**src/rtl/riscv_pkg.sv**
```systemverilog
// riscv_pkg: shared types and constants for the RV32I front-end control blocks.
package riscv_pkg;
   localparam int XLEN = 32;
   localparam int CNT_W = 3;
   localparam logic [4:0] REG_X0 = 5'd0;
   typedef enum logic [1:0] {RUN, FLUSH, MDU_WAIT} fetch_ctrl_state_t;
endpackage

```
**src/rtl/fetch_hazard_ctrl_if.sv**
```systemverilog
// fetch_hazard_ctrl_if: ID/EX hazard inputs and fetch-stage control outputs.
interface fetch_hazard_ctrl_if #(parameter int PERF_W = 32);
   import riscv_pkg::*;
   logic [4:0] id_rs1, id_rs2, ex_rd;
   logic id_uses_rs2, ex_mem_read, ex_branch_taken, mdu_busy;
   logic [XLEN-1:0] ex_branch_target, branch_addr;
   logic pc_write, pc_src, if_id_write, flush_pipe, id_ex_bubble;
   logic [PERF_W-1:0] stall_count, flush_count;
   modport master (
      input id_rs1, id_rs2, id_uses_rs2, ex_mem_read, ex_rd, ex_branch_taken, ex_branch_target, mdu_busy,
      output pc_write, pc_src, branch_addr, if_id_write, flush_pipe, id_ex_bubble, stall_count, flush_count
   );
   modport slave (
      output id_rs1, id_rs2, id_uses_rs2, ex_mem_read, ex_rd, ex_branch_taken, ex_branch_target, mdu_busy,
      input pc_write, pc_src, branch_addr, if_id_write, flush_pipe, id_ex_bubble, stall_count, flush_count
   );
endinterface

```
**src/rtl/fetch_hazard_ctrl_load_use_detect.sv**
```systemverilog
// load_use_detect: flags an ID instruction that reads the register an EX-stage load writes.
module load_use_detect
   import riscv_pkg::*;
(
   input  logic [4:0] id_rs1,
   input  logic [4:0] id_rs2,
   input  logic       id_uses_rs2,
   input  logic       ex_mem_read,
   input  logic [4:0] ex_rd,
   output logic       lu
);
   assign lu = ex_mem_read && ex_rd != REG_X0 && (ex_rd == id_rs1 || (id_uses_rs2 && ex_rd == id_rs2));
endmodule

```
**src/rtl/fetch_hazard_ctrl.sv**
```systemverilog
// fetch_hazard_ctrl: front-end stall/flush sequencing with redirect flush window and MDU back-pressure.
module fetch_hazard_ctrl
   import riscv_pkg::*;
#(
   parameter int FLUSH_CYCLES = 1,
   parameter int PERF_W = 32
) (
   input logic clk,
   input logic reset,
   fetch_hazard_ctrl_if.master bus
);
   fetch_ctrl_state_t state, nxt;
   logic [CNT_W-1:0] cnt, cnt_nxt;
   logic [PERF_W-1:0] stall_q, flush_q;
   logic lu, pc_write, if_id_write, flush_pipe, id_ex_bubble, pc_src;
   load_use_detect u_lu (
      .id_rs1(bus.id_rs1), .id_rs2(bus.id_rs2), .id_uses_rs2(bus.id_uses_rs2),
      .ex_mem_read(bus.ex_mem_read), .ex_rd(bus.ex_rd), .lu(lu)
   );
   always_comb begin
      nxt = state;
      cnt_nxt = cnt;
      pc_write = 1'b1;
      if_id_write = 1'b1;
      flush_pipe = 1'b0;
      id_ex_bubble = 1'b0;
      pc_src = 1'b0;
      if (reset) begin
         {pc_write, if_id_write, flush_pipe, id_ex_bubble} = 4'b0011;
         nxt = RUN;
         cnt_nxt = '0;
      end else if (bus.ex_branch_taken) begin
         {pc_src, flush_pipe, id_ex_bubble} = 3'b111;
         nxt = FLUSH_CYCLES > 1 ? FLUSH : RUN;
         cnt_nxt = CNT_W'(FLUSH_CYCLES - 1);
      end else if (state == FLUSH) begin
         {flush_pipe, id_ex_bubble} = 2'b11;
         nxt = cnt == CNT_W'(1) ? RUN : FLUSH;
         cnt_nxt = cnt - CNT_W'(1);
      end else if (bus.mdu_busy) begin
         {pc_write, if_id_write} = 2'b00;
         nxt = MDU_WAIT;
      end else if (lu) begin
         {pc_write, if_id_write, id_ex_bubble} = 3'b001;
         nxt = RUN;
      end else begin
         nxt = RUN;
      end
   end
   always_ff @(posedge clk) begin
      state <= nxt;
      cnt <= cnt_nxt;
      stall_q <= reset ? '0 : stall_q + PERF_W'(!pc_write);
      flush_q <= reset ? '0 : flush_q + PERF_W'(pc_src);
   end
   assign bus.pc_write = pc_write;
   assign bus.pc_src = pc_src;
   assign bus.branch_addr = pc_src ? bus.ex_branch_target : '0;
   assign bus.if_id_write = if_id_write;
   assign bus.flush_pipe = flush_pipe;
   assign bus.id_ex_bubble = id_ex_bubble;
   assign bus.stall_count = stall_q;
   assign bus.flush_count = flush_q;
endmodule

```
**src/flat_wrapper.sv**
```systemverilog
// flat-port wrapper written by rule: the top's interface ports become plain ports
module fetch_hazard_ctrl_flat import riscv_pkg::*;
#(
   parameter int FLUSH_CYCLES = 1,
   parameter int PERF_W = 32
)
  (clk, reset, bus_id_rs1, bus_id_rs2, bus_id_uses_rs2, bus_ex_mem_read, bus_ex_rd, bus_ex_branch_taken, bus_ex_branch_target, bus_mdu_busy, bus_pc_write, bus_pc_src, bus_branch_addr, bus_if_id_write, bus_flush_pipe, bus_id_ex_bubble, bus_stall_count, bus_flush_count);
  fetch_hazard_ctrl_if #(.PERF_W(PERF_W)) bus_i ();
  input logic clk;
  input logic reset;
  input wire logic [$bits(bus_i.id_rs1)-1:0] bus_id_rs1;
  input wire logic [$bits(bus_i.id_rs2)-1:0] bus_id_rs2;
  input wire logic [$bits(bus_i.id_uses_rs2)-1:0] bus_id_uses_rs2;
  input wire logic [$bits(bus_i.ex_mem_read)-1:0] bus_ex_mem_read;
  input wire logic [$bits(bus_i.ex_rd)-1:0] bus_ex_rd;
  input wire logic [$bits(bus_i.ex_branch_taken)-1:0] bus_ex_branch_taken;
  input wire logic [$bits(bus_i.ex_branch_target)-1:0] bus_ex_branch_target;
  input wire logic [$bits(bus_i.mdu_busy)-1:0] bus_mdu_busy;
  output wire logic [$bits(bus_i.pc_write)-1:0] bus_pc_write;
  output wire logic [$bits(bus_i.pc_src)-1:0] bus_pc_src;
  output wire logic [$bits(bus_i.branch_addr)-1:0] bus_branch_addr;
  output wire logic [$bits(bus_i.if_id_write)-1:0] bus_if_id_write;
  output wire logic [$bits(bus_i.flush_pipe)-1:0] bus_flush_pipe;
  output wire logic [$bits(bus_i.id_ex_bubble)-1:0] bus_id_ex_bubble;
  output wire logic [$bits(bus_i.stall_count)-1:0] bus_stall_count;
  output wire logic [$bits(bus_i.flush_count)-1:0] bus_flush_count;
  assign bus_i.id_rs1 = bus_id_rs1;
  assign bus_i.id_rs2 = bus_id_rs2;
  assign bus_i.id_uses_rs2 = bus_id_uses_rs2;
  assign bus_i.ex_mem_read = bus_ex_mem_read;
  assign bus_i.ex_rd = bus_ex_rd;
  assign bus_i.ex_branch_taken = bus_ex_branch_taken;
  assign bus_i.ex_branch_target = bus_ex_branch_target;
  assign bus_i.mdu_busy = bus_mdu_busy;
  assign bus_pc_write = bus_i.pc_write;
  assign bus_pc_src = bus_i.pc_src;
  assign bus_branch_addr = bus_i.branch_addr;
  assign bus_if_id_write = bus_i.if_id_write;
  assign bus_flush_pipe = bus_i.flush_pipe;
  assign bus_id_ex_bubble = bus_i.id_ex_bubble;
  assign bus_stall_count = bus_i.stall_count;
  assign bus_flush_count = bus_i.flush_count;
  fetch_hazard_ctrl #(.FLUSH_CYCLES(FLUSH_CYCLES), .PERF_W(PERF_W)) u_core (.clk(clk), .reset(reset), .bus(bus_i));
endmodule
```
**config.mk**
```make
export PLATFORM = sky130hd
export DESIGN_NAME = fetch_hazard_ctrl_flat
export DESIGN_NICKNAME = d
export VERILOG_FILES = /design/src/rtl/riscv_pkg.sv /design/src/rtl/fetch_hazard_ctrl_if.sv /design/src/rtl/fetch_hazard_ctrl_load_use_detect.sv /design/src/rtl/fetch_hazard_ctrl.sv /design/src/flat_wrapper.sv
export SDC_FILE = /design/constraint.sdc
export NUM_CORES = 1
export LEC_CHECK = 0
export BUFFER_PORTS_ARGS = -buffer_cell sky130_fd_sc_hd__buf_2
export CAP_MARGIN = 20
export CORE_ASPECT_RATIO = 1.2
export CORE_MARGIN = 4
export CORE_UTILIZATION = 48
export CTS_CLUSTER_SIZE = 16
export DETAILED_ROUTE_END_ITERATION = 8
export MAX_ROUTING_LAYER = met4
export PLACE_DENSITY_LB_ADDON = 0.3
export SYNTH_ARGS = -nofsm -noshare
export SYNTH_HDL_FRONTEND = slang
export SYNTH_HIERARCHICAL = 1
export SYNTH_SLANG_ARGS = --single-unit
```
**constraint.sdc**
```tcl
create_clock -name clk -period 3.8 [get_ports clk]
set_input_delay 0.38 -clock clk [delete_from_list [all_inputs] [get_ports clk]]
set_output_delay 0.38 -clock clk [all_outputs]
set_load 0.05 [all_outputs]
```
Word level (Yosys, flattened, before mapping) --
Index checks and enable logic that the tools add are counted.
Word-level totals: bits of input ports 53, output and inout bits 101, word-level logic and storage cells 37, register bits after elaboration 69
Cells by class: eq/ne operators 4, reductions and logical operators 7, add/subtract/negate cells 3, muxes and demuxes 19
Operator list (number):
- adder 32 x 1 -> 32 bit | 2
- 2-to-1 mux 32 bit | 1
- 2-to-1 mux 1 bit | 16
- equality test 5 bit | 2
- nonzero test 5 bit | 1
- 2-to-1 mux 2 bit | 2
- equality test 3 x 1 -> 1 bit (second input constant) | 1
- logical AND 1 bit | 3
- subtractor 3 x 1 -> 3 bit (second input constant) | 1
- equality test 2 x 1 -> 1 bit (second input constant) | 1
- OR reduction 2 bit | 1
- logical NOT 1 bit | 1
- logical OR 1 bit | 1

Logic depth before layout (Yosys ltp) --
depth in word-level cells 11, depth in mapped cells 13, mapped depth without buffers 12

Hierarchy --
The synthesis kept the hierarchy.
By module, submodules not included:
- fetch_hazard_ctrl | instances 1, seq. area each 1381.3 um^2, cells an instance 401, area an instance 3375.7 um^2
- load_use_detect | instances 1, seq. area each 0.0 um^2, cells an instance 17, area an instance 132.6 um^2

Least setup slack after synthesis --
OpenSTA, ideal clock, no wires.
path type input -> register, start point input port bus_ex_branch_taken, end point register u_core.flush_q[26] (netlist: u_core/bus.flush_count[26]), path slack 0.644 ns, data required time 3.679 ns, path buffers 2, setup time 0.121 ns, arrival 3.035 ns, stages on the path 9, cell sequence nor2b_1 > clkbuf_1 > ha_1 > ha_1 > nand4_1 > or3_1 > clkbuf_1 > nor3_1 > mux2_2
On the way: cells in the longest elaborated chain, start to end 3
RTL lines:
- start: declaration | RTL line flat_wrapper.sv:16 | input wire logic [$bits(bus_i.ex_branch_taken)-1:0] bus_ex_branch_taken;
- 2-to-1 mux 1 bit | RTL line fetch_hazard_ctrl.sv:32 | end else if (bus.ex_branch_taken) begin
- 2-to-1 mux 1 bit | RTL line fetch_hazard_ctrl.sv:28 | if (reset) begin
- net bus_pc_src | RTL line flat_wrapper.sv:20 | output wire logic [$bits(bus_i.pc_src)-1:0] bus_pc_src;
- adder 32 x 1 -> 32 bit | RTL line fetch_hazard_ctrl.sv:54 | flush_q <= reset ? '0 : flush_q + PERF_W'(pc_src);
- end signal: assignment | RTL line fetch_hazard_ctrl.sv:54
- end: declaration | RTL line fetch_hazard_ctrl.sv:14 | logic [PERF_W-1:0] stall_q, flush_q;
The timed path passes the listed nets, and every way through them passes these cells. A chain may end at the register's enable or synchronous reset.

Final worst setup path --
start point input port bus_ex_rd[3], end point register u_core.stall_q[28] (netlist: u_core/bus.stall_count[28])
On the way: cells in the longest elaborated chain, start to end 11, elaborated cells on any way between the ends 14, those cells by class add/sub: 1; eq/ne: 2; mux: 5; reduce/logical: 6
RTL lines:
- start: declaration | RTL line flat_wrapper.sv:15 | input wire logic [$bits(bus_i.ex_rd)-1:0] bus_ex_rd;
- equality test 5 bit | RTL line fetch_hazard_ctrl_load_use_detect.sv:12 | assign lu = ex_mem_read && ex_rd != REG_X0 && (ex_rd == id_rs1 || (id_uses_rs2 && ex_rd == id_rs2));
- logical AND 1 bit | RTL line fetch_hazard_ctrl_load_use_detect.sv:12
- logical OR 1 bit | RTL line fetch_hazard_ctrl_load_use_detect.sv:12
- logical AND 1 bit * | RTL line fetch_hazard_ctrl_load_use_detect.sv:12
- net u_core.lu | RTL line fetch_hazard_ctrl.sv:15 | logic lu, pc_write, if_id_write, flush_pipe, id_ex_bubble, pc_src;
- 2-to-1 mux 1 bit * | RTL line fetch_hazard_ctrl.sv:43 | end else if (lu) begin
- 2-to-1 mux 1 bit * | RTL line fetch_hazard_ctrl.sv:40 | end else if (bus.mdu_busy) begin
- 2-to-1 mux 1 bit * | RTL line fetch_hazard_ctrl.sv:36 | end else if (state == FLUSH) begin
- 2-to-1 mux 1 bit * | RTL line fetch_hazard_ctrl.sv:32
- 2-to-1 mux 1 bit * | RTL line fetch_hazard_ctrl.sv:28
- logical NOT 1 bit * | RTL line fetch_hazard_ctrl.sv:53 | stall_q <= reset ? '0 : stall_q + PERF_W'(!pc_write);
- adder 32 x 1 -> 32 bit * | RTL line fetch_hazard_ctrl.sv:53
- end signal: assignment | RTL line fetch_hazard_ctrl.sv:53
- end: declaration | RTL line fetch_hazard_ctrl.sv:14
The timed path passes the listed nets; every way through them passes the cells marked *.

==> summary.md <==
Synthesis handed over a netlist of 418 instances. Once the clock tree was built, the resizer swapped 0 gates to a different size. The later pin in the worst-skew pair is clocked with a latency of 0.33 ns. The floorplan has 33 rows. The total of warnings raised by yosys was 6.

The finished cells cover 4520 sq um. The synthesized design contains 0 enable-type register cells. In this run, the number of DRC markers left after iteration 0 of detailed routing was 187. The first detailed-routing pass took 5 iterations. OpenSTA, run right after detailed placement, puts the worst setup slack at 0.541 ns. Synthesis inferred 69 register bits. The hold buffer count at CTS was 0; the fraction of final layout cells with drive strength greater than 1 was 30.9%. In this run the clock root is driven by a clkbuf_8. The total setup violations reported at the end of the flow came out at 0. For the count of H-tree levels built during CTS, the log shows 3. Subtracting the final worst setup slack from the clock period gives 3.03 ns. At the pin with the least slew margin, the transition time is 0.865 ns. Each instance of the synthesized netlist takes up on average 8.39 sq um.

The die is 86.0 microns wide. The via count normalized by instance count is 5.51. The area share of the leading cell type in the synthesized netlist was 39.4%. The number of buffers added on ports was 153; the maximum clock rate was 330 MHz. For the via count of the first global-routing pass, the log shows 3,174. Largest area contributor in the synthesized netlist: dfxtp_1.

The worst pin sits at a relative slew slack of 42.2%. In the post-synthesis netlist, the biggest area contributors are dfxtp_1 39%, and2_1 6.2%, a21oi_1 5.6%, or4_1 5.3%, xor2_1 5.0%. Global routing consumed, over all layers together, 22.6% of the routing resources. Setup repair after global routing left no endpoint under its margin.

For the placed cell area, the log shows 4310 sq um. Once the floorplan was initialized, standard cells occupied 50.3% of the core. For this design the static power due to leakage is 1.93 nW. In the synthesized netlist the async set-or-reset flop fraction comes to 0%.

The worst setup slack after layout came out at 0.766 ns. The post-route clock period utilization was 79.9%; the initial antenna violation count was 0. In the post-synthesis netlist, the cell with the most instances is dfxtp_1. Synthesis produced a netlist with a net count of 477. The overall die height came out at 102 microns.

On the critical path, the stage with the largest delay is an instance of or4_1. The congestion estimate from routability-driven global placement came to 0.950. The maximum vdd drop was 188 uV; the wire length after detailed routing was 9870 microns.

Summed over all failing endpoints, the final setup total negative slack is 0 ns. The area growth from synthesis to layout is 28.9%. The first global-routing pass estimated 15,600 microns of wire. The delay of the slowest cell on the worst path works out to 0.47 ns. Traced cell by cell, the critical path runs through buf_2 -> xor2_1 -> nor4_2 -> nand3_1 -> a21oi_1 -> o21ai_0 -> o21bai_1 -> ha_1 -> ha_1 -> and2_1 -> nand4_1 -> or4_1 -> a21oi_1.

After the last flow step, the layout net total stands at 623. The final route contains 3,623 vias. For this run, the leading register cell type out of synthesis is dfxtp_1. The sum of buffers and inverters on the critical path works out to 1. Entering global routing, the biggest net connects 37 pins. Number of CTS-inserted buffers: 9. The number of slew-limit violations in the final report is 0, and the cell area power density is 340 nW/um^2. Max-cap violations in this run came to 0. The clock skew after layout was 0.00603 ns; the sequential-to-total area share from yosys stat was 39.4%.

The cell area after synthesis was 3510 sq um. Number of library cell types mapped by synthesis: 34. The count of boundary I/O pins is 154, and the setup fix buffers added after clock tree synthesis is 0. The logs give 0 for the overflow left after global routing and 4.05 ns for the worst path required time. For this run, design rule violations remaining after detail routing come to 0. The path type of the worst min-delay path is input pin to flop. In this run the deepest clock path goes through 2 buffers. The commonest cells after synthesis are 69 x dfxtp_1, 39 x a21oi_1, 35 x and2_1.

STA puts the critical path data arrival time at 3.29 ns. Detailed placement ended at an HPWL of 7360 microns. The tools report the antenna violation net count after detailed routing as 0.

The sort of element at the end of the critical path is a flop. Of all nets on the critical path, the largest fanout is 8. Die area: 8750 sq um. Among cell families on the critical path, the largest total delay comes from simple AND/OR/NAND/NOR gates. The clock net in this run drives a total of 69 sinks.

Dividing the detail-routed wire length by the instance count gives 15.0 microns. The startpoint type of the worst setup path is an input pin. Final count of hold timing violations: 0. The total area inside the core boundary comes to 6980 sq um. The classification of the worst setup path is input pin to flop. The clock slew at the register clock pins of the worst setup and hold paths is 0.07 ns. TritonCTS built the clock tree. For the worst hold margin, the log shows 0.308 ns. The run finished with clean final reports.
-- layout by cell type (no fill, tap or decap), types with 16 or more instances in the layout --
master     n
a21oi_1   39
and2_1    35
buf_2    153
dfxtp_1   69
nand2_1   23
nand3_1   18
nand4_1   21
nor2_1    26
o21ai_0   16
o31ai_1   23
or3_1     16
or4_1     25
xor2_1    20
-- final cells by class --
type | instances | area, sq um
repair buffers | 155 | 781
inverters | 9 | 33.8
well taps | 87 | 109
clock inverters | 4 | 45.0
multi-input cells | 320 | 2000
fillers | 615 | 2460
flip-flops and latches | 69 | 1380
diodes | 1 | 2.50
clock buffers | 12 | 165
-- flip-flops by register name, indices dropped and copies added, names as in the netlist --
register and flops:
u_core/bus.flush_count 32, u_core/bus.stall_count 32, u_core/cnt 3, u_core/state 2
-- worst reg2reg max path: cells and delay by family (launching register included) --
kind                       cells  cell delay [ns]
adders and majority gates      2             0.60
AOI/OAI and AO/OA              3             0.48
DFF                            1             0.32
and+or+nand+nor                4             1.09
-- power breakdown --
group	total, mW	internal (mW)	switching, mW
Sequential	0.732	0.728	0.00409
Combinational	0.183	0.0546	0.129
Clock	0.623	0.354	0.269
-- path summary, 6_finish.rpt --
path | from | to | slack, ns | cells after the start
setup / recovery | bus_ex_rd[3] | u_core/bus.stall_count[28]$_SDFF_PP0_ | 0.77 | 13
hold / removal | bus_mdu_busy | u_core/state[1]$_SDFF_PP0_ | 0.31 | 2
setup reg to reg | u_core/state[1]$_SDFF_PP0_ | u_core/bus.stall_count[28]$_SDFF_PP0_ | 1.25 | 9
hold reg to reg | u_core/bus.flush_count[31]$_SDFF_PP0_ | u_core/bus.flush_count[31]$_SDFF_PP0_ | 0.48 | 2
-- routing by layer --
metal  share of wire [%]  global-route usage (%)
met1                  45                    29.5
met2                  48                    35.6
met3                 5.6                    4.23
met4                 1.2                    6.82
met5                   0                       -
-- through the flow --
stage                     power, mW  std cells  util, %
final                          1.54        657     64.8
after global routing           1.59        656     64.8
after CTS                      1.55        656     64.8
after detailed placement      0.931        640     61.8
after global placement        0.928        640     61.8
after floorplan               0.868        418        -
-- cells by family after synthesis --
kind of cell    after synthesis  share of synthesized area (%)
compound gates               81                           13.3
xor+xnor                     33                           8.24
fa+ha+maj                     6                           2.14
buf+inv                      29                           3.49
flops                        69                           39.4
mux                           1                          0.321
simple gates                199                           33.1
Note: power is estimated with default switching activity, not from simulation.
